[config.mk]
export PLATFORM = sky130hd
export DESIGN_NAME = cmprs_status_decoder_flat
export DESIGN_NICKNAME = d
export VERILOG_FILES = /design/src/rtl/cmprs_status_pkg.sv /design/src/rtl/cmprs_status_decoder_if.sv /design/src/rtl/cmprs_sticky_bit.sv /design/src/rtl/cmprs_status_decoder.sv /design/src/flat_wrapper.sv
export SDC_FILE = /design/constraint.sdc
export NUM_CORES = 1
export LEC_CHECK = 0
export BUFFER_PORTS_ARGS = -buffer_cell sky130_fd_sc_hd__buf_2
export CAP_MARGIN = 40
export CORE_ASPECT_RATIO = 0.8
export CORE_MARGIN = 4
export CORE_UTILIZATION = 55
export CTS_BUF_LIST = sky130_fd_sc_hd__clkbuf_16
export CTS_CLUSTER_SIZE = 30
export DETAILED_ROUTE_END_ITERATION = 10
export GPL_TIMING_DRIVEN = 0
export PLACE_DENSITY = 0.85
export SYNTH_ARGS = -nofsm -noshare
export SYNTH_HDL_FRONTEND = slang
export SYNTH_HIERARCHICAL = 1
export SYNTH_SLANG_ARGS = --single-unit
[constraint.sdc]
create_clock -name mclk -period 2.3 [get_ports mclk]
set_input_delay 0.23 -clock mclk [delete_from_list [all_inputs] [get_ports mclk]]
set_output_delay 0.23 -clock mclk [all_outputs]
set_load 0.1 [all_outputs]
[src/rtl/cmprs_status_pkg.sv]
// Shared definitions for the compressor status decoder: FSM state encoding,
// status word bit positions and interrupt bit positions.
package cmprs_status_pkg;

   // Frame lifecycle as seen from the status word.
   typedef enum logic [1:0] {
      ST_IDLE   = 2'd0,
      ST_ACTIVE = 2'd1,
      ST_FLUSH  = 2'd2
   } state_t;

   // Bit positions inside the 3-bit status word.
   localparam int STS_FLUSH = 2;  // flushing_fifo
   localparam int STS_STUFF = 1;  // stuffer_running
   localparam int STS_READ  = 0;  // reading_frame

   // Bit positions inside irq_en / irq_clr.
   localparam int IRQ_DONE = 0;
   localparam int IRQ_ERR  = 1;

endpackage

[src/rtl/cmprs_status_decoder_if.sv]
// Bus bundle between the compressor status source / register block and the
// status decoder. There is no valid/ready handshake here: status is a level
// sampled every mclk, while irq_en_wr and irq_clr are single-cycle strobes
// that act on the next rising edge. fsm_state exposes the decoder FSM.
interface cmprs_status_decoder_if #(
   parameter int CNTR_BITS = 16,
   parameter int TS_BITS   = 32
);
   import cmprs_status_pkg::*;

   logic [2:0]           status;
   logic                 irq_en_wr;
   logic [1:0]           irq_en_data;
   logic [1:0]           irq_clr;
   logic                 frame_done;
   logic                 frame_abort;
   logic [CNTR_BITS-1:0] done_cnt;
   logic                 busy;
   logic                 done_pend;
   logic                 err_pend;
   logic                 irq;
   logic [TS_BITS-1:0]   last_done_ts;
   state_t               fsm_state;

   modport master (
      output status, irq_en_wr, irq_en_data, irq_clr,
      input  frame_done, frame_abort, done_cnt, busy, done_pend, err_pend,
             irq, last_done_ts, fsm_state
   );

   modport slave (
      input  status, irq_en_wr, irq_en_data, irq_clr,
      output frame_done, frame_abort, done_cnt, busy, done_pend, err_pend,
             irq, last_done_ts, fsm_state
   );

endinterface

[src/rtl/cmprs_sticky_bit.sv]
// Sticky flag: set wins over clear when both arrive in the same cycle, so an
// event coinciding with software acknowledging the previous one is not lost.
module cmprs_sticky_bit (
   input  logic mclk,
   input  logic mrst,
   input  logic set,
   input  logic clr,
   output logic q
);

   // Flag register with set priority.
   always_ff @(posedge mclk) begin
      if (mrst)     q <= 1'b0;
      else if (set) q <= 1'b1;
      else if (clr) q <= 1'b0;
   end

endmodule

[src/rtl/cmprs_status_decoder.sv]
// Receive-side decoder of the compressor status word
// {flushing_fifo, stuffer_running, reading_frame}. Tracks each frame through
// IDLE/ACTIVE/FLUSH, pulses frame_done per completed frame (frame_abort when
// activity stops without a flush), counts completed frames, flags flushes
// that run too long and raises a maskable registered interrupt.
// Optional build macro CMPRS_STATUS_TIMESTAMP_EN adds a free-running
// timestamp captured into last_done_ts on every frame_done; without it
// last_done_ts is constant zero.
module cmprs_status_decoder
   import cmprs_status_pkg::*;
#(
   parameter int CNTR_BITS     = 16,
   parameter int FLUSH_TIMEOUT = 4096,
   parameter int TS_BITS       = 32
) (
   input  logic mclk,
   input  logic mrst,
   cmprs_status_decoder_if.slave bus
);

   // Counter saturates one past the trigger value so the trigger compare is
   // true for exactly one cycle per FLUSH visit.
   localparam int                TO_BITS = $clog2(FLUSH_TIMEOUT + 1);
   localparam logic [TO_BITS-1:0] TO_LAST = TO_BITS'(FLUSH_TIMEOUT - 1);
   localparam logic [TO_BITS-1:0] TO_SAT  = TO_BITS'(FLUSH_TIMEOUT);

   logic [2:0]           status_r;
   logic                 flush_d;
   logic                 flush_rise;
   logic                 flush_fall;
   logic                 activity;
   state_t               state;
   state_t               state_nxt;
   logic                 flush_end;
   logic                 abort;
   logic                 busy_r;
   logic                 frame_done_r;
   logic                 frame_abort_r;
   logic [CNTR_BITS-1:0] done_cnt_r;
   logic [TO_BITS-1:0]   to_cnt;
   logic                 to_hit;
   logic [1:0]           irq_en;
   logic                 irq_r;
   logic                 done_pend;
   logic                 err_pend;

   // Input stage: one register on status plus the previous flush bit for
   // edge detection; everything downstream works on these.
   always_ff @(posedge mclk) begin
      if (mrst) begin
         status_r <= 3'b000;
         flush_d  <= 1'b0;
      end else begin
         status_r <= bus.status;
         flush_d  <= status_r[STS_FLUSH];
      end
   end

   assign flush_rise = status_r[STS_FLUSH] & ~flush_d;
   assign flush_fall = ~status_r[STS_FLUSH] & flush_d;
   assign activity   = status_r[STS_STUFF] | status_r[STS_READ];

   // State register; pulses and busy are registered from the next state so
   // they line up with the state they describe.
   always_ff @(posedge mclk) begin
      if (mrst) begin
         state         <= ST_IDLE;
         busy_r        <= 1'b0;
         frame_done_r  <= 1'b0;
         frame_abort_r <= 1'b0;
      end else begin
         state         <= state_nxt;
         busy_r        <= (state_nxt != ST_IDLE);
         frame_done_r  <= flush_end;
         frame_abort_r <= abort;
      end
   end

   // Next-state decode. A flush seen from IDLE (e.g. already running at reset
   // release) goes straight to FLUSH; a flush ending with activity already
   // present continues into the next frame without passing through IDLE.
   always_comb begin
      state_nxt = state;
      flush_end = 1'b0;
      abort     = 1'b0;
      case (state)
         ST_IDLE: begin
            if (status_r[STS_FLUSH]) state_nxt = ST_FLUSH;
            else if (activity)       state_nxt = ST_ACTIVE;
         end
         ST_ACTIVE: begin
            if (flush_rise) begin
               state_nxt = ST_FLUSH;
            end else if (status_r == 3'b000) begin
               state_nxt = ST_IDLE;
               abort     = 1'b1;
            end
         end
         ST_FLUSH: begin
            if (flush_fall) begin
               flush_end = 1'b1;
               state_nxt = activity ? ST_ACTIVE : ST_IDLE;
            end
         end
         default: state_nxt = ST_IDLE;
      endcase
   end

   // Completed-frame counter, wraps naturally at 2^CNTR_BITS.
   always_ff @(posedge mclk) begin
      if (mrst)           done_cnt_r <= '0;
      else if (flush_end) done_cnt_r <= done_cnt_r + CNTR_BITS'(1);
   end

   // Flush timeout counter: held at zero outside FLUSH, so it starts from
   // zero on every FLUSH entry, then counts up and saturates.
   always_ff @(posedge mclk) begin
      if (mrst)                   to_cnt <= '0;
      else if (state != ST_FLUSH) to_cnt <= '0;
      else if (to_cnt != TO_SAT)  to_cnt <= to_cnt + TO_BITS'(1);
   end

   assign to_hit = (state == ST_FLUSH) && (to_cnt == TO_LAST);

   cmprs_sticky_bit u_done_pend (
      .mclk (mclk),
      .mrst (mrst),
      .set  (flush_end),
      .clr  (bus.irq_clr[IRQ_DONE]),
      .q    (done_pend)
   );

   cmprs_sticky_bit u_err_pend (
      .mclk (mclk),
      .mrst (mrst),
      .set  (to_hit),
      .clr  (bus.irq_clr[IRQ_ERR]),
      .q    (err_pend)
   );

   // Interrupt enable register and registered interrupt request.
   always_ff @(posedge mclk) begin
      if (mrst) begin
         irq_en <= 2'b00;
         irq_r  <= 1'b0;
      end else begin
         if (bus.irq_en_wr) irq_en <= bus.irq_en_data;
         irq_r <= (done_pend & irq_en[IRQ_DONE]) | (err_pend & irq_en[IRQ_ERR]);
      end
   end

`ifdef CMPRS_STATUS_TIMESTAMP_EN
   logic [TS_BITS-1:0] ts_cnt;
   logic [TS_BITS-1:0] last_ts;

   // Free-running timestamp, captured on the edge that raises frame_done.
   always_ff @(posedge mclk) begin
      if (mrst) begin
         ts_cnt  <= '0;
         last_ts <= '0;
      end else begin
         ts_cnt <= ts_cnt + TS_BITS'(1);
         if (flush_end) last_ts <= ts_cnt;
      end
   end

   assign bus.last_done_ts = last_ts;
`else
   assign bus.last_done_ts = {TS_BITS{1'b0}};
`endif

   assign bus.frame_done  = frame_done_r;
   assign bus.frame_abort = frame_abort_r;
   assign bus.done_cnt    = done_cnt_r;
   assign bus.busy        = busy_r;
   assign bus.done_pend   = done_pend;
   assign bus.err_pend    = err_pend;
   assign bus.irq         = irq_r;
   assign bus.fsm_state   = state;

endmodule

[src/flat_wrapper.sv]
// flat-port wrapper written by rule: the top's interface ports become plain ports
module cmprs_status_decoder_flat import cmprs_status_pkg::*;
#(
   parameter int CNTR_BITS     = 16,
   parameter int FLUSH_TIMEOUT = 4096,
   parameter int TS_BITS       = 32
)
  (mclk, mrst, bus_status, bus_irq_en_wr, bus_irq_en_data, bus_irq_clr, bus_frame_done, bus_frame_abort, bus_done_cnt, bus_busy, bus_done_pend, bus_err_pend, bus_irq, bus_last_done_ts, bus_fsm_state);
  cmprs_status_decoder_if #(.CNTR_BITS(CNTR_BITS), .TS_BITS(TS_BITS)) bus_i ();
  input  logic mclk;
  input  logic mrst;
  input wire logic [$bits(bus_i.status)-1:0] bus_status;
  input wire logic [$bits(bus_i.irq_en_wr)-1:0] bus_irq_en_wr;
  input wire logic [$bits(bus_i.irq_en_data)-1:0] bus_irq_en_data;
  input wire logic [$bits(bus_i.irq_clr)-1:0] bus_irq_clr;
  output wire logic [$bits(bus_i.frame_done)-1:0] bus_frame_done;
  output wire logic [$bits(bus_i.frame_abort)-1:0] bus_frame_abort;
  output wire logic [$bits(bus_i.done_cnt)-1:0] bus_done_cnt;
  output wire logic [$bits(bus_i.busy)-1:0] bus_busy;
  output wire logic [$bits(bus_i.done_pend)-1:0] bus_done_pend;
  output wire logic [$bits(bus_i.err_pend)-1:0] bus_err_pend;
  output wire logic [$bits(bus_i.irq)-1:0] bus_irq;
  output wire logic [$bits(bus_i.last_done_ts)-1:0] bus_last_done_ts;
  output wire logic [$bits(bus_i.fsm_state)-1:0] bus_fsm_state;
  assign bus_i.status = bus_status;
  assign bus_i.irq_en_wr = bus_irq_en_wr;
  assign bus_i.irq_en_data = bus_irq_en_data;
  assign bus_i.irq_clr = bus_irq_clr;
  assign bus_frame_done = bus_i.frame_done;
  assign bus_frame_abort = bus_i.frame_abort;
  assign bus_done_cnt = bus_i.done_cnt;
  assign bus_busy = bus_i.busy;
  assign bus_done_pend = bus_i.done_pend;
  assign bus_err_pend = bus_i.err_pend;
  assign bus_irq = bus_i.irq;
  assign bus_last_done_ts = bus_i.last_done_ts;
  assign bus_fsm_state = bus_i.fsm_state;
  cmprs_status_decoder #(.CNTR_BITS(CNTR_BITS), .FLUSH_TIMEOUT(FLUSH_TIMEOUT), .TS_BITS(TS_BITS)) u_core (.mclk(mclk), .mrst(mrst), .bus(bus_i));
endmodule
# Word level (Yosys, flattened, before mapping)
# Index checks and enable logic that the tools add are counted.
# op_classes
n_addsub	2
n_eq_ne	5
mux	14
bitwise_logic	9
n_reduce_logical	8
# ops
operator	count
16-bit by 1-bit adder with 16-bit output, second input constant	1
13-bit by 1-bit adder with 13-bit output, second input constant	1
13-bit by 12-bit equality test with 1-bit output, second input constant	1
13-bit != test, second input constant	1
2-bit two-way mux	5
1-bit two-way mux	8
2-bit case mux with 3 select lines	1
2-bit nonzero test	3
1-bit bitwise AND	4
3-bit logical NOT	1
1-bit inverter	3
3-bit OR reduction	1
2-bit by 1-bit equality test with 1-bit output, second input constant	1
2-bit equality test, second input constant	1
2-bit logical NOT	1
2-bit != test, second input constant	1
1-bit OR	2
2-bit OR reduction	1
1-bit logical AND	1
# word_totals
ff_bits	43
input_bits	10
out_inout_bits	56
elab_cells	50

# Longest topological paths before layout
# Gate-level depths: netlist of the first run.
# depth
word_depth	5
ltp_mapped	6
depth_no_buf	6

# Cells and area by module
# The synthesis of the first run kept the hierarchy.
# by_module_without_submodules
mod	instances	cells_each	area_each_um2	seq_area_each_um2
cmprs_status_decoder	1	231	2047.0	820.8
cmprs_sticky_bit	2	4	38.8	20.0

# Worst setup path after synthesis of the first run
# No wires, ideal clock.
# synth_path
path_kind	register -> register
startpoint	register u_core.state[1] (netlist: u_core/bus.fsm_state[1])
endpoint	register u_core.done_cnt_r[14] (netlist: u_core/bus.done_cnt[14])
setup_time_ns	0.070
arrival_ns	2.147
t_required_ns	2.230
path_slack_ns	0.083
stages_incl_launch_ff	5
n_path_buf	0
synth_period_minus_slack_ns	2.217
cell_sequence	dfxtp_1 and4bb_4 nand3_1 or4_1 a21oi_1
# synth_between
elab_chain_len	2
# synth_rtl
item	line	rtl
start: declaration	cmprs_status_decoder.sv:32	state_t state;
start signal: assignment	cmprs_status_decoder.sv:72	state <= state_nxt;
2-bit equality test	cmprs_status_decoder.sv:86	case (state)
1-bit two-way mux	cmprs_status_decoder.sv:86	
end signal: assignment	cmprs_status_decoder.sv:112	else if (flush_end) done_cnt_r <= done_cnt_r + CNTR_BITS'(1);
end: declaration	cmprs_status_decoder.sv:39	logic [CNTR_BITS-1:0] done_cnt_r;
# No other way between the ends.
# A chain may end at the register's enable or synchronous reset.

# Final worst setup path of the first run
# layout_path
startpoint	register u_core.done_cnt_r[4] (netlist: u_core/bus.done_cnt[4])
endpoint	register u_core.done_cnt_r[12] (netlist: u_core/bus.done_cnt[12])
# layout_between
elab_chain_len	1
# layout_rtl
item	line
16-bit by 1-bit adder with 16-bit output	cmprs_status_decoder.sv:112
# No other way between the ends.

==> results of run 1 <==
==> stage by stage <==
step	cells	power [W]	area, um^2
5_1_grt	353	0.00199	2620
4_1_cts	353	0.00194	2620
3_3_place_gp	345	0.00116	2460
3_5_place_dp	345	0.00116	2460
2_1_floorplan	270	0.00114	2240
6_report	353	0.00193	2620
==> cell usage after synthesis (4+ instances only) <==
library cell and n:
mux2i_1 4, nand2_1 12, o21ai_0 6, a21oi_1 9, buf_4 32, nor3_1 5, nand4_1 8, inv_1 7
nand2b_1 4, or4_1 5, nand3_1 9, xor2_1 13, dfxtp_1 43, xnor2_1 6, nor2b_1 6, nor2_1 29
==> cell usage in the layout, fill, tap and decap left out, drive strengths merged, types with 4 or more instances in the layout <==
| master | instances |
|---|---|
| xnor2 | 6 |
| mux2i | 4 |
| clkbuf | 8 |
| nand2b | 4 |
| or4 | 5 |
| xor2 | 13 |
| nor2 | 29 |
| nor2b | 6 |
| a21oi | 11 |
| nand3 | 10 |
| nand2 | 12 |
| buf | 68 |
| and4 | 5 |
| inv | 7 |
| nor3 | 5 |
| o21ai | 6 |
| conb | 32 |
| nand4 | 9 |
| dfxtp | 43 |
==> flip-flops by register name, summed over array words and instances (netlist names), 2 cells and up <==
name and cells:
u_core/irq_en 2, u_core/bus.fsm_state 2, u_core/bus.done_cnt 16, u_core/status_r 3
u_core/to_cnt 13
==> final timing paths <==
check	startpoint	to	slack, ns	cells past startpoint
max	u_core/bus.done_cnt[4]	u_core/bus.done_cnt[12]	0.61	4
min reg2reg	u_core/status_r[0]	u_core/bus.frame_abort	0.49	3
max reg2reg	u_core/bus.done_cnt[4]	u_core/bus.done_cnt[12]	0.61	4
min	bus_status[1]	u_core/status_r[1]	0.16	2
==> layer usage <==
metal | GRT usage | up-vias | share of wire
met5 | 0 | - | 0
met2 | 0.283 | 88 | 0.43
met3 | 0.0470 | 12 | 0.083
met1 | 0.246 | 801 | 0.46
met4 | 0.0978 | 0 | 0.024
li1 | - | 894 | -
==> cell type report <==
type	count	area, um^2
Multi-Input combinational cell	182	1070
Fill cell	275	943
Sequential cell	43	861
Buffer	38	285
Timing Repair Buffer	33	165
Clock buffer	5	125
Tap cell	42	52.6
Clock inverter	3	38.8
Inverter	7	26.3
==> worst max-delay path, stage by stage (launching register included) <==
cell and delay [ns]:
dfxtp_1 0.47, nand3_2 0.15, or3_4 0.43, or4_1 0.42, a21oi_1 0.15
==> cells by family after synthesis <==
family	Yosys count	share of synthesized area
AOI/OAI and AO/OA	23	0.0648
xor gates and xnor gates	19	0.0783
adders and majority gates	3	0.0177
buffers and inverters	45	0.147
DFF	43	0.405
muxes	4	0.0188
other	1	0.00177
and+or+nand+nor	101	0.267
==> power groups by stage <==
stage,Sequential [W],Clock (W),Combinational [W]
3_3_place_gp,0.000785,0,0.000377
5_1_grt,0.000771,0.000827,0.000397
2_1_floorplan,0.000827,0,0.000309
4_1_cts,0.000769,0.000792,0.000379
3_5_place_dp,0.000785,0,0.000379
6_report,0.000770,0.000781,0.000382
==> results.txt, run 1 <==
- Layout Area Growth over Synthesis: 23.4%
- On the final layout, the worst hold slack is 0.158 ns.
- Crit Path Class: flip-flop to flip-flop
* Final min period: about 1.7 ns
* Layout cells sized above 1: 0.277
- Max-cap violation count: 0
* Cells after Synth: about 240
* CTS Hold Buffers Added: 0
* Sequential cell fraction of total power: 0.398
- The tightest min-delay check is of the input port to flip-flop type.
- CTS tree: yes
- By area the synthesized netlist is led by dfxtp_1, buf_4, xor2_1, nor2_1, xnor2_1.
* Maximum clock rate: slightly below 600 MHz
- After detailed routing, the average wire length per cell comes to 12.7 um.
* Post-synthesis cell area: roughly 2100 um^2
- The total overflow left after global routing is 0.
- Final hold viol count: 0
- Pre-antenna DRT Iters: 4
- Summed over all cells, the static leakage comes to about 1.2 nW.
- Summed over all nets, the half-perimeter wirelength after detailed placement is between 3000 and 4000 um.
- At the end of routability-driven placement, the weighted congestion stood at 0.859.
- Unrepaired setup endpoints after global routing: no
- Pin placement for this block handled between 60 and 70 I/O pins.
* Reported net switching power: ~0.0006 W
- Once layout is complete, the utilization of the core stands at 0.735.
- Entering global routing, the biggest net connects 14 pins.
* Cell internal power dissipation: about 0.0013 W
* Via Count: approximately 1800
* Diode insertion count for antenna repair: 0
- Worst clock skew on the final layout: approximately 0.0045 ns
- Measured along the y axis, the die boundary spans around 64 um.
- In this run the standard cell core region covers 3570 um^2.
- Most common flop cell mapped by yosys: dfxtp_1
- Starting Density: 0.596
- Counting flops with an async set or reset pin after synthesis yields a share of 0.
- The first global-routing pass estimated ~7400 um of wire.
* Worst vdd rail ir drop: 513 uV
- Result of the run: finished clean
* Clock-pin slew of the registers on the worst-case setup and hold paths: ~0.060 ns
- Std cell rows: 19
* Vias per cell: 5.08
- Counting flops with a built-in enable in the synthesized netlist gives 0.
- The via count of the first global-routing pass is about 1600.
- In this run the power density over the cells is between 700 and 800 nW/um^2.
- The clock tree synthesis step divided the H-tree into 2 levels.
* Post-route fraction of the period consumed by the critical path: 0.734
* Global-route total usage across every layer: 0.188
- Width of the die: around 77 um
- Seq/Total Area, Yosys: 0.405
* Post-Place Worst Slack: around 0.67 ns
- Arrival @ worst endpoint: 1.91 ns
- Setup violations remaining at the end of the flow were counted as 0.
- Number of I/O port buffers: 33
* Fraction of power spent switching nets: 0.311
* Source-to-sink clock delay at the later pin of the worst-skew pair: approximately 0.28 ns
- Total of warnings raised by yosys: 6
* DRC errors left: 0
- The floorplan step defined a die boundary enclosing approximately 4900 um^2.
- Post-layout nets: between 300 and 400
- Clk buf depth: 2
* Synthesized flop and latch total: between 40 and 50
* DRT Wirelength: around 4500 um
- The tree is rooted in a clkbuf_16.
- For this design, the sink count on the clock tree is between 40 and 50.
- Worst setup margin: about 0.61 ns
* Number of clock buffers inserted by TritonCTS: 5
- Number of distinct library cells after synthesis: 40
- Starting DRC count in detailed routing: 137
* Number of post-CTS setup repair buffers: 0
- The number of gates resized after CTS was 0.
- The share of total power dissipated in the clock network is 0.404.
- The largest total area in the synthesized netlist belongs to dfxtp_1.
- Share of the synthesized area in the top cell type: 0.405
* Initial antenna violation count: 0
* Type of origin of the critical path: flip-flop
* Synthesized area per cell: 8.89 um^2
- For the worst setup path, the data required time is 2.52 ns.
* Biggest fanout along the worst timing path: 8
* Detail Route Antenna Nets: 0
- Kind of end point of the critical path: flip-flop
- Power share of the combinational group: 0.198
- Pins over their slew limit: 0
- Setup total negative slack on the finished layout was measured at 0 ns.
No activity file was read; power rests on OpenSTA's default activity.
==> run 2, diff against run 1 <==
--- a/config.mk
+++ b/config.mk
@@ -5,16 +5,17 @@
 export SDC_FILE = /design/constraint.sdc
 export NUM_CORES = 1
 export LEC_CHECK = 0
+export ABC_AREA = 1
 export BUFFER_PORTS_ARGS = -buffer_cell sky130_fd_sc_hd__buf_2
 export CAP_MARGIN = 40
 export CORE_ASPECT_RATIO = 0.8
 export CORE_MARGIN = 4
-export CORE_UTILIZATION = 55
+export CORE_UTILIZATION = 51
 export CTS_BUF_LIST = sky130_fd_sc_hd__clkbuf_16
 export CTS_CLUSTER_SIZE = 30
 export DETAILED_ROUTE_END_ITERATION = 10
 export GPL_TIMING_DRIVEN = 0
-export PLACE_DENSITY = 0.85
+export PLACE_DENSITY = 0.79
 export SYNTH_ARGS = -nofsm -noshare
 export SYNTH_HDL_FRONTEND = slang
 export SYNTH_HIERARCHICAL = 1
==> constraint.sdc (replaced) <==
create_clock -name mclk -period 1.65 [get_ports mclk]
set_input_delay 0.165 -clock mclk [delete_from_list [all_inputs] [get_ports mclk]]
set_output_delay 0.165 -clock mclk [all_outputs]
set_load 0.1 [all_outputs]
==> run 2 against run 1 <==
Effect of this change: worst setup slack got worse by 0.46 ns; power increased by 31%; area after synthesis increased by 5.3%; sequential share of layout area decreased by 0.90 points; synthesized cell count increased by 30%; count of clock-buffer cells in the layout unchanged; die area increased by 12%; cell area increased by 5.3%; combinational power increased by 40%; register-to-register slack got worse by 0.46 ns; sequential cell count unchanged; critical path type unchanged; largest cell class unchanged.
==> results.txt, run 2 <==
- Result of the run: finished clean (unchanged)
- Kind of end point of the critical path: flip-flop (unchanged)
- Met2 capacity usage during global routing: 0.273 (was 0.283)
- Register-to-register setup slack: 0.16 ns (was 0.61 ns)
* Worst setup margin: 0.157 ns (was 0.612 ns)
- Worst clock skew on the final layout: 0.00520 ns (was 0.00454 ns)
* Total design power: 0.00254 W (was 0.00193 W)
- The type of the worst min-delay path is input port to flip-flop (unchanged).
- By instance count, the cell type seen most on the critical path is nand2_1.
- Clock root cell: clkbuf_16 (unchanged)
* Via Count: 2005 (was 1795)
- The area added between synthesis and finish is 23.5% (was 23.4%).
- The register area share after synthesis was 0.385 (was 0.405).
- The floorplan die area came to 5520 um^2 (was 4930 um^2).
* Biggest fanout along the worst timing path: 4 (was 8)
- Width of the die: 82.1 um (was 77.5 um)
* CTS Hold Buffers Added: 0 (unchanged)
* Core ar.: 4200 um^2 (was 3570 um^2)
- Clk buf depth: 2 (unchanged)
- The start point of the worst hold path is bus_status[0] (was bus_status[1]).
* Starting DRC count in detailed routing: 122 (was 137)
* Initial antenna violation count: 0 (unchanged)
* Min-Delay Endpoint: u_core/status_r[0] (was u_core/status_r[1])
- Number of distinct library cells after synthesis: 34 (was 40)
* Cells after Synth: 311 (was 239)
- Unrepaired setup endpoints after global routing: no (unchanged).
- The total congestion overflow after global routing is 0 (unchanged).
* Sequential cell fraction of total power: 0.421 (was 0.398)
- The post-synthesis cell area was 2240 um^2 (was 2120 um^2).
- Vias in the first global route: 1669 (was 1632)
- Crit Path Class: flip-flop to flip-flop (unchanged)
- The max-cap violation count is 0 (unchanged).
* Clock power share: 0.368 (was 0.404)
- The routed length per placed instance came to 10.1 um (was 12.7 um).
* Number of I/O port buffers: 33 (unchanged)
- DRC errors left: 0 (unchanged)
- The post-CTS setup buffer count came to 0 (unchanged).
- The initial core utilization is 0.532 (was 0.596).
* Number of sinks on the clock net: 43 (unchanged)
* Post-Place Worst Slack: 0.0582 ns (was 0.670 ns)
- The most frequent standard cell in the layout excluding fill and tap cells was nand2_1 (was dfxtp_1).
- Std cell rows: 21 (was 19)
* Post-route fraction of the period consumed by the critical path: 0.905 (was 0.734)
- Total leakage power: 1.30 nW (was 1.18 nW)
* Leading post-synthesis cells by cell area: dfxtp_1, buf_4, nand2_1, nor2_1, inv_1 (was dfxtp_1, buf_4, xor2_1, nor2_1, xnor2_1)
- Most congested layer reported by global routing: met2 (unchanged)
- Vias per cell: 4.56 (was 5.08)
- Worst vdd rail ir drop: 641 uV (was 513 uV)
- The CTS tree is yes (unchanged).
- Global routing usage on met3: 0.0413 (was 0.0470)
* First-pass GRT wire length: 7070 um (was 7440 um)
* Flip-flop count of the largest register, all copies and words added: 16 (unchanged)
- Number of clock buffers inserted by TritonCTS: 5 (unchanged)
* Post-layout nets: 395 (was 323)
- IO Pins: 66 (unchanged)
- The beginning of the worst register-to-register path was u_core/to_cnt[0] (was u_core/bus.done_cnt[4]).
- The detailed-placement wirelength estimate is 3340 um (was 3150 um).
- Commonest non-fill, non-tap cells in the layout: nand2_1, nor2_1, inv_1 (was dfxtp_1, buf_2, buf_4, conb_1, nor2_1).
- Final min period: 1.49 ns (was 1.69 ns)
- The critical path's slowest cell is dfxtp_1 (unchanged).
- Detail Route Antenna Nets: 0 (unchanged)
* Most frequent cell after synthesis: nand2_1 (was dfxtp_1)
* Cell internal power dissipation: 0.00169 W (was 0.00133 W)
- The clock network latency to the later pin of the worst-skew pair came to 0.28 ns (about the same).
- Fraction of power spent switching nets: 0.333 (was 0.311)
- Leading cell types by count after synthesis: nand2_1, nor2_1, dfxtp_1, inv_1, buf_4 (was dfxtp_1, buf_4, nor2_1, xor2_1, nand2_1).
- Destination of the worst register-to-register timing path: u_core/u_err_pend/q (was u_core/bus.done_cnt[12])
- The share of cells above drive strength 1 came to 0.272 (was 0.277).
- Hold Path Cell Cnt: 3 (was 2)
- Critical path origin: u_core/to_cnt[0] (was u_core/bus.done_cnt[4])
- The power density normalized to cell area came to 919 nW/um^2 (was 737 nW/um^2).
* Most common flop cell mapped by yosys: dfxtp_1 (unchanged)
- The count of flip-flops with a built-in enable after synthesis was 0 (unchanged).
- The fmax came to 670 MHz (was 592 MHz).
- The data arrival time of the critical path came to 1.71 ns (was 1.91 ns).
* Met1 track demand over resource in global routing: 0.204 (was 0.246)
- Top cell type by total area after synthesis: dfxtp_1 (unchanged)
- Power share of the combinational group: 0.211 (was 0.198)
- DRT Wirelength: 4440 um (was 4480 um)
- The global-route usage over all layers was 0.163 (was 0.188).
- Slowest stage delay, CP: 0.36 ns (was 0.47 ns)
- The setup TNS after final layout was 0 ns (unchanged).
* Clock-pin slew of the registers on the worst-case setup and hold paths: 0.06 ns (about the same)
* Async set-reset flop share out of synthesis: 0 (unchanged)
- The pin count of the biggest net entering global routing is 14 (unchanged).
* Y dimension of the die: 67.2 um (was 63.6 um)
- Pins over their slew limit: 0 (unchanged)
- Total of warnings raised by yosys: 6 (unchanged)
* Reg2Reg Depth: 9 (was 4)
- The count of filler cells inserted in the layout came to 376 (was 275).
* Data required time at the worst endpoint: 1.87 ns (was 2.52 ns)
- Sequence of cells on the critical path: ha_1, nand2_1, nor2_2, nand2_1, nor2_4, nand3_1, nor2_1, inv_1, a21oi_2 (was nand3_2, or3_4, or4_1, a21oi_1)
* Reported net switching power: 0.000844 W (was 0.000602 W)
- Synthesized area per cell: 7.19 um^2 (was 8.89 um^2)
- GP Congestion: 0.786 (was 0.859)
- Share of the synthesized area in the top cell type: 0.385 (was 0.405)
* Diode insertion count for antenna repair: 0 (unchanged)
* Type of origin of the critical path: flip-flop (unchanged)
* Post-cts gate resize count: 0 (unchanged)
* CTS H-Tree Depth: 2 (unchanged)
- The total of flip-flops plus latches after synthesis is 43 (unchanged).
- The count of endpoints failing setup in the final report is 0 (unchanged).
* Final hold viol count: 0 (unchanged)
- Pre-antenna DRT Iters: 5 (was 4)
run 2: changes by cell type after synthesis, moves of 11 or more:
cell and delta:
nor2_1 +19, inv_1 +34, a21oi_1 +12, nand2_1 +47, xor2_1 -11
run 2: how the worst max path moves through the flow:
stage / to / slack (ns) / depth (start not counted)
after floorplan: u_core/bus.done_cnt[15] / 0.03 / 5
after global placement: u_core/u_err_pend/q / 0.12 / 9
after detailed placement: u_core/u_err_pend/q / 0.06 / 9
after CTS: u_core/u_err_pend/q / 0.003 / 9
after global routing: u_core/u_err_pend/q / 0.01 / 9
final: u_core/u_err_pend/q / 0.16 / 9
run 2: logic make-up (layout without fill, tap and decap cells):
kind of cell,count (synthesis),count (layout),synth area share
AND/OR/NAND/NOR,142,142,0.299
other,1,32,0.00168
XOR/XNOR,2,2,0.00783
buffers and inverters,79,120,0.187
AO/OA/AOI/OAI,41,41,0.103
flip-flops,43,43,0.385
adder cells (fa/ha/maj),3,3,0.0168
run 2: power by group through the flow:
| stage | Combinational [W] | Sequential (W) | Clock [W] |
|---|---|---|---|
| finish | 0.000536 | 0.00107 | 0.000935 |
| global route | 0.000560 | 0.00107 | 0.000982 |
| CTS | 0.000533 | 0.00107 | 0.000947 |
| detailed placement | 0.000532 | 0.00109 | 0 |
| global placement | 0.000530 | 0.00109 | 0 |
| floorplan | 0.000435 | 0.00115 | 0 |
run 2: final cells by class:
type	count	area, um^2	area share
Inverter	44	165	0.0598
Sequential cell	43	882	0.319
Multi-Input combinational cell	220	1080	0.392
Buffer	35	254	0.0919
Tap cell	57	71.3	0.0258
Clock inverter	3	16.3	0.00589
Clock buffer	5	125	0.0453
Timing Repair Buffer	33	165	0.0598
run 2: per-stage QoR:
step | std cells | hold slack (ns) | utilization | instance area (um^2)
after floorplan | 342 | 0.227 | - | 2370
final | 440 | 0.0823 | 0.657 | 2760
after detailed placement | 432 | 0.374 | 0.621 | 2610
after CTS | 440 | 0.0839 | 0.655 | 2750
after global routing | 440 | 0.0895 | 0.657 | 2760
after global placement | 432 | 0.372 | 0.621 | 2610
run 2: per-layer routing:
layer,routed length (um),share of wire,up-vias
met2,2120,0.48,75
met5,0,0,-
met3,347,0.078,2
li1,-,-,1059
met1,1940,0.44,869
met4,25,0.0056,0
run 2: worst max-delay path: cells and delay by family (launching register included):
kind / cells / cell delay [ns]
compound gates: 1 / 0.12
fa+ha+maj: 1 / 0.20
buf+inv: 1 / 0.06
flops: 1 / 0.36
simple gates: 6 / 0.69
==> run 3, diff against run 2 <==
--- a/config.mk
+++ b/config.mk
@@ -15,7 +15,7 @@
 export CTS_CLUSTER_SIZE = 30
 export DETAILED_ROUTE_END_ITERATION = 10
 export GPL_TIMING_DRIVEN = 0
-export PLACE_DENSITY = 0.79
+export PLACE_DENSITY = 0.76
 export SYNTH_ARGS = -nofsm -noshare
 export SYNTH_HDL_FRONTEND = slang
 export SYNTH_HIERARCHICAL = 1
==> run 3 against run 2 <==
Effect of this change: worst setup slack lost 0.0069 ns; sequential power is essentially flat; via count shrank 1.3%; largest cell class unchanged; largest power group unchanged; final cell count is the same; fmax shrank 0.46%; clock power shrank 2%; core utilization is essentially flat; cell area is essentially flat; first-iteration DRC count shrank 44%.
==> results.txt, run 3 (synthesis gave the netlist of run 2 again) <==
- Result of the run: finished clean (unchanged)
- The type of origin of the critical path was a flip-flop (unchanged).
- Footprint of the flip-flops and latches: 882 um^2 (unchanged)
- Unrepaired setup endpoints after global routing: no (unchanged)
- Reg2Reg Depth: 9 (unchanged)
- The maximum cell stage delay along the critical path was 0.36 ns (about the same).
* Final min period: 1.50 ns (was 1.49 ns)
* Final standard cell area without fillers: 2760 um^2 (about the same)
- The most frequent cell on the critical path was nand2_1 (unchanged).
- The fmax came to 667 MHz (was 670 MHz).
- Die area: 5520 um^2 (unchanged)
* Post-DR wirelength/cell: 10.0 um (was 10.1 um)
* Worst clock skew on the final layout: 0.00446 ns (was 0.00520 ns)
- The data required time at the worst endpoint was 1.87 ns (about the same).
- Initial antenna violation count: 0 (unchanged)
- IO Pins: 66 (unchanged)
* Vias per cell: 4.50 (was 4.56)
- Worst hold-check path type: input port to flip-flop (unchanged)
- Hold Path Cell Cnt: 3 (unchanged)
- The setup TNS after final layout is 0 ns (unchanged).
- The largest fanout on the critical path is 4 (unchanged).
- The worst supply voltage drop on vdd was 507 uV (was 641 uV).
* CTS H-Tree Depth: 2 (unchanged)
* Max-cap violation count: 0 (unchanged)
* Post-layout nets: 395 (unchanged)
- The number of buffers and inverters on the critical path was 1 (unchanged).
- The wire length of the first global-routing pass is 7360 um (was 7070 um).
- The total CTS buffers came to 5 (unchanged).
* Power density normalized to cell area: 912 nW/um^2 (was 919 nW/um^2)
* Sequential cell fraction of total power: 0.424 (was 0.421)
- The data arrival time of the critical path is 1.72 ns (was 1.71 ns).
- The number of design-rule violations left by the first detailed-router iteration is 68 (was 122).
- The number of hold-slack violations in the final timing report was 0 (unchanged).
- The kind of capture point of the worst setup path was a flip-flop (unchanged).
* DRT Wirelength: 4420 um (was 4440 um)
- Source-to-sink clock delay at the later pin of the worst-skew pair: 0.28 ns (about the same)
- Filler cells: 400 (was 376)
- Flip-flop count of the largest register, all copies and words added: 16 (unchanged)
- Fraction of power spent switching nets: 0.329 (was 0.333)
- The max-slew violation count is 0 (unchanged).
- The kind of cell adding the most delay to the critical path is simple AND/OR/NAND/NOR gates (unchanged).
- The fraction of power consumed by the clock network is 0.363 (was 0.368).
- Layout Area Growth over Synthesis: 23.4% (was 23.5%)
- Core ar.: 4200 um^2 (unchanged)
- The standby leakage power came to 1.30 nW (about the same).
* Crit Path Class: flip-flop to flip-flop (unchanged)
- The portion of the clock cycle consumed by the worst path in the final layout came to 0.909 (was 0.905).
* DRC errors left: 0 (unchanged)
- Global-route total usage across every layer: 0.171 (was 0.163)
- Starting Density: 0.532 (unchanged)
* Pre-antenna DRT Iters: 4 (was 5)
- Detail Route Antenna Nets: 0 (unchanged)
- The die boundary height came to 67.2 um (unchanged).
- Power share of the combinational group: 0.213 (was 0.211)
* Number of sinks on the clock net: 43 (unchanged)
- Commonest non-fill, non-tap cells in the layout: nand2_1, nor2_1, inv_1 (unchanged).
- Sequence of cells on the critical path: ha_2, nand2_1, nor2_2, nand2_1, nor2_4, nand3_1, nor2_1, inv_1, a21oi_2 (was ha_1, nand2_1, nor2_2, nand2_1, nor2_4, nand3_1, nor2_1, inv_1, a21oi_2)
- The share of cells above drive strength 1 was 0.272 (unchanged).
* Std cell rows: 21 (unchanged)
* Maximum number of pins on one net before global-route repair: 13 (was 14)
* Total congestion overflow after global routing: 0 (unchanged)
* Diode insertion count for antenna repair: 0 (unchanged)
- The via count came to 1979 (was 2005).
- The critical path's slowest cell is dfxtp_1 (unchanged).
* Most frequent standard cell in the layout excluding fill and tap cells: nand2_1 (unchanged)
- Number of post-CTS setup repair buffers: 0 (unchanged)
- The detailed-placement wirelength estimate came to 3340 um (about the same).
- Area post-placement: 2610 um^2 (unchanged)
- The most used routing layer was met2 (unchanged).
* CTS tree: yes (unchanged)
* CTS Hold Buffers Added: 0 (unchanged)
- Clock root cell: clkbuf_16 (unchanged)
- GP Congestion: 0.792 (was 0.786)
- Final-report setup violation count: 0 (unchanged)
- The maximum number of buffers from clock root to sink was 2 (unchanged).
- Clock-pin slew of the registers on the worst-case setup and hold paths: 0.06 ns (about the same)
* Vias in the first global route: 1733 (was 1669)
* Critical path depth in cells: 9 (unchanged)
- Met2 capacity usage during global routing: 0.274 (was 0.273)
* Met1 track demand over resource in global routing: 0.228 (was 0.204)
* Number of I/O port buffers: 33 (unchanged)
- Width of the die: 82.1 um (unchanged)
- Footprint of the multi-input gates: 1090 um^2 (was 1080 um^2)
* Register-to-register setup slack: 0.15 ns (was 0.16 ns)
- The design internal power came to 0.00169 W (about the same).
* Global routing usage on met3: 0.0413 (unchanged)
- Reported net switching power: 0.000830 W (was 0.000844 W)
## run 3: cell count changes in the layout (fill, tap and decap cells not counted)
cell	before	now
clkinvlp_4	1	0
ha_1	3	2
ha_2	0	1
inv_1	42	43
## run 3: worst paths after layout
kind,startpoint,to
max,u_core/to_cnt[1],u_core/u_err_pend/q
max reg2reg,u_core/to_cnt[1],u_core/u_err_pend/q
min reg2reg,u_core/irq_en[1],u_core/bus.irq
min,bus_status[1],u_core/status_r[1]
## run 3: cell type report
cell class	count	area share
Timing Repair Buffer	33	0.0598
Clock buffer	5	0.0453
Multi-Input combinational cell	220	0.393
Sequential cell	43	0.319
Clock inverter	3	0.00453
Buffer	35	0.0920
Tap cell	57	0.0258
Inverter	44	0.0598
## run 3: timing repair
action	4_1_cts	5_1_grt
hold endpoints to repair	0	0
endpoints found under the setup margin	0	1
gates resized for setup	0	4
## run 3: routing by layer
metal | vias to the layer above | wire length [um]
met2 | 66 | 1970
met1 | 853 | 2090
li1 | 1058 | -
met4 | 0 | 21
met3 | 2 | 335
met5 | - | 0
## run 3: power by group through the flow
stage                     Combinational [W]  Sequential [W]  Clock, W
after global routing               0.000559         0.00107  0.000992
after detailed placement           0.000533         0.00109         0
final                              0.000536         0.00107  0.000915
after CTS                          0.000534         0.00107  0.000937
after floorplan                    0.000435         0.00115         0
after global placement             0.000531         0.00109         0
## run 3: worst min-delay path, cell delays in order
cell and delay, ns:
buf_2 0.07, inv_1 0.03, nor2_1 0.06
## run 3: stage by stage
step	power, W	setup slack [ns]	std cells	hold slack [ns]	util
2_1_floorplan	0.00159	0.0306	342	0.227	-
3_3_place_gp	0.00162	0.0485	432	0.380	0.621
3_5_place_dp	0.00162	0.0366	432	0.376	0.621
4_1_cts	0.00254	0.0249	440	0.0903	0.654
5_1_grt	0.00262	0.00815	440	0.0978	0.657
6_report	0.00252	0.150	440	0.0918	0.657
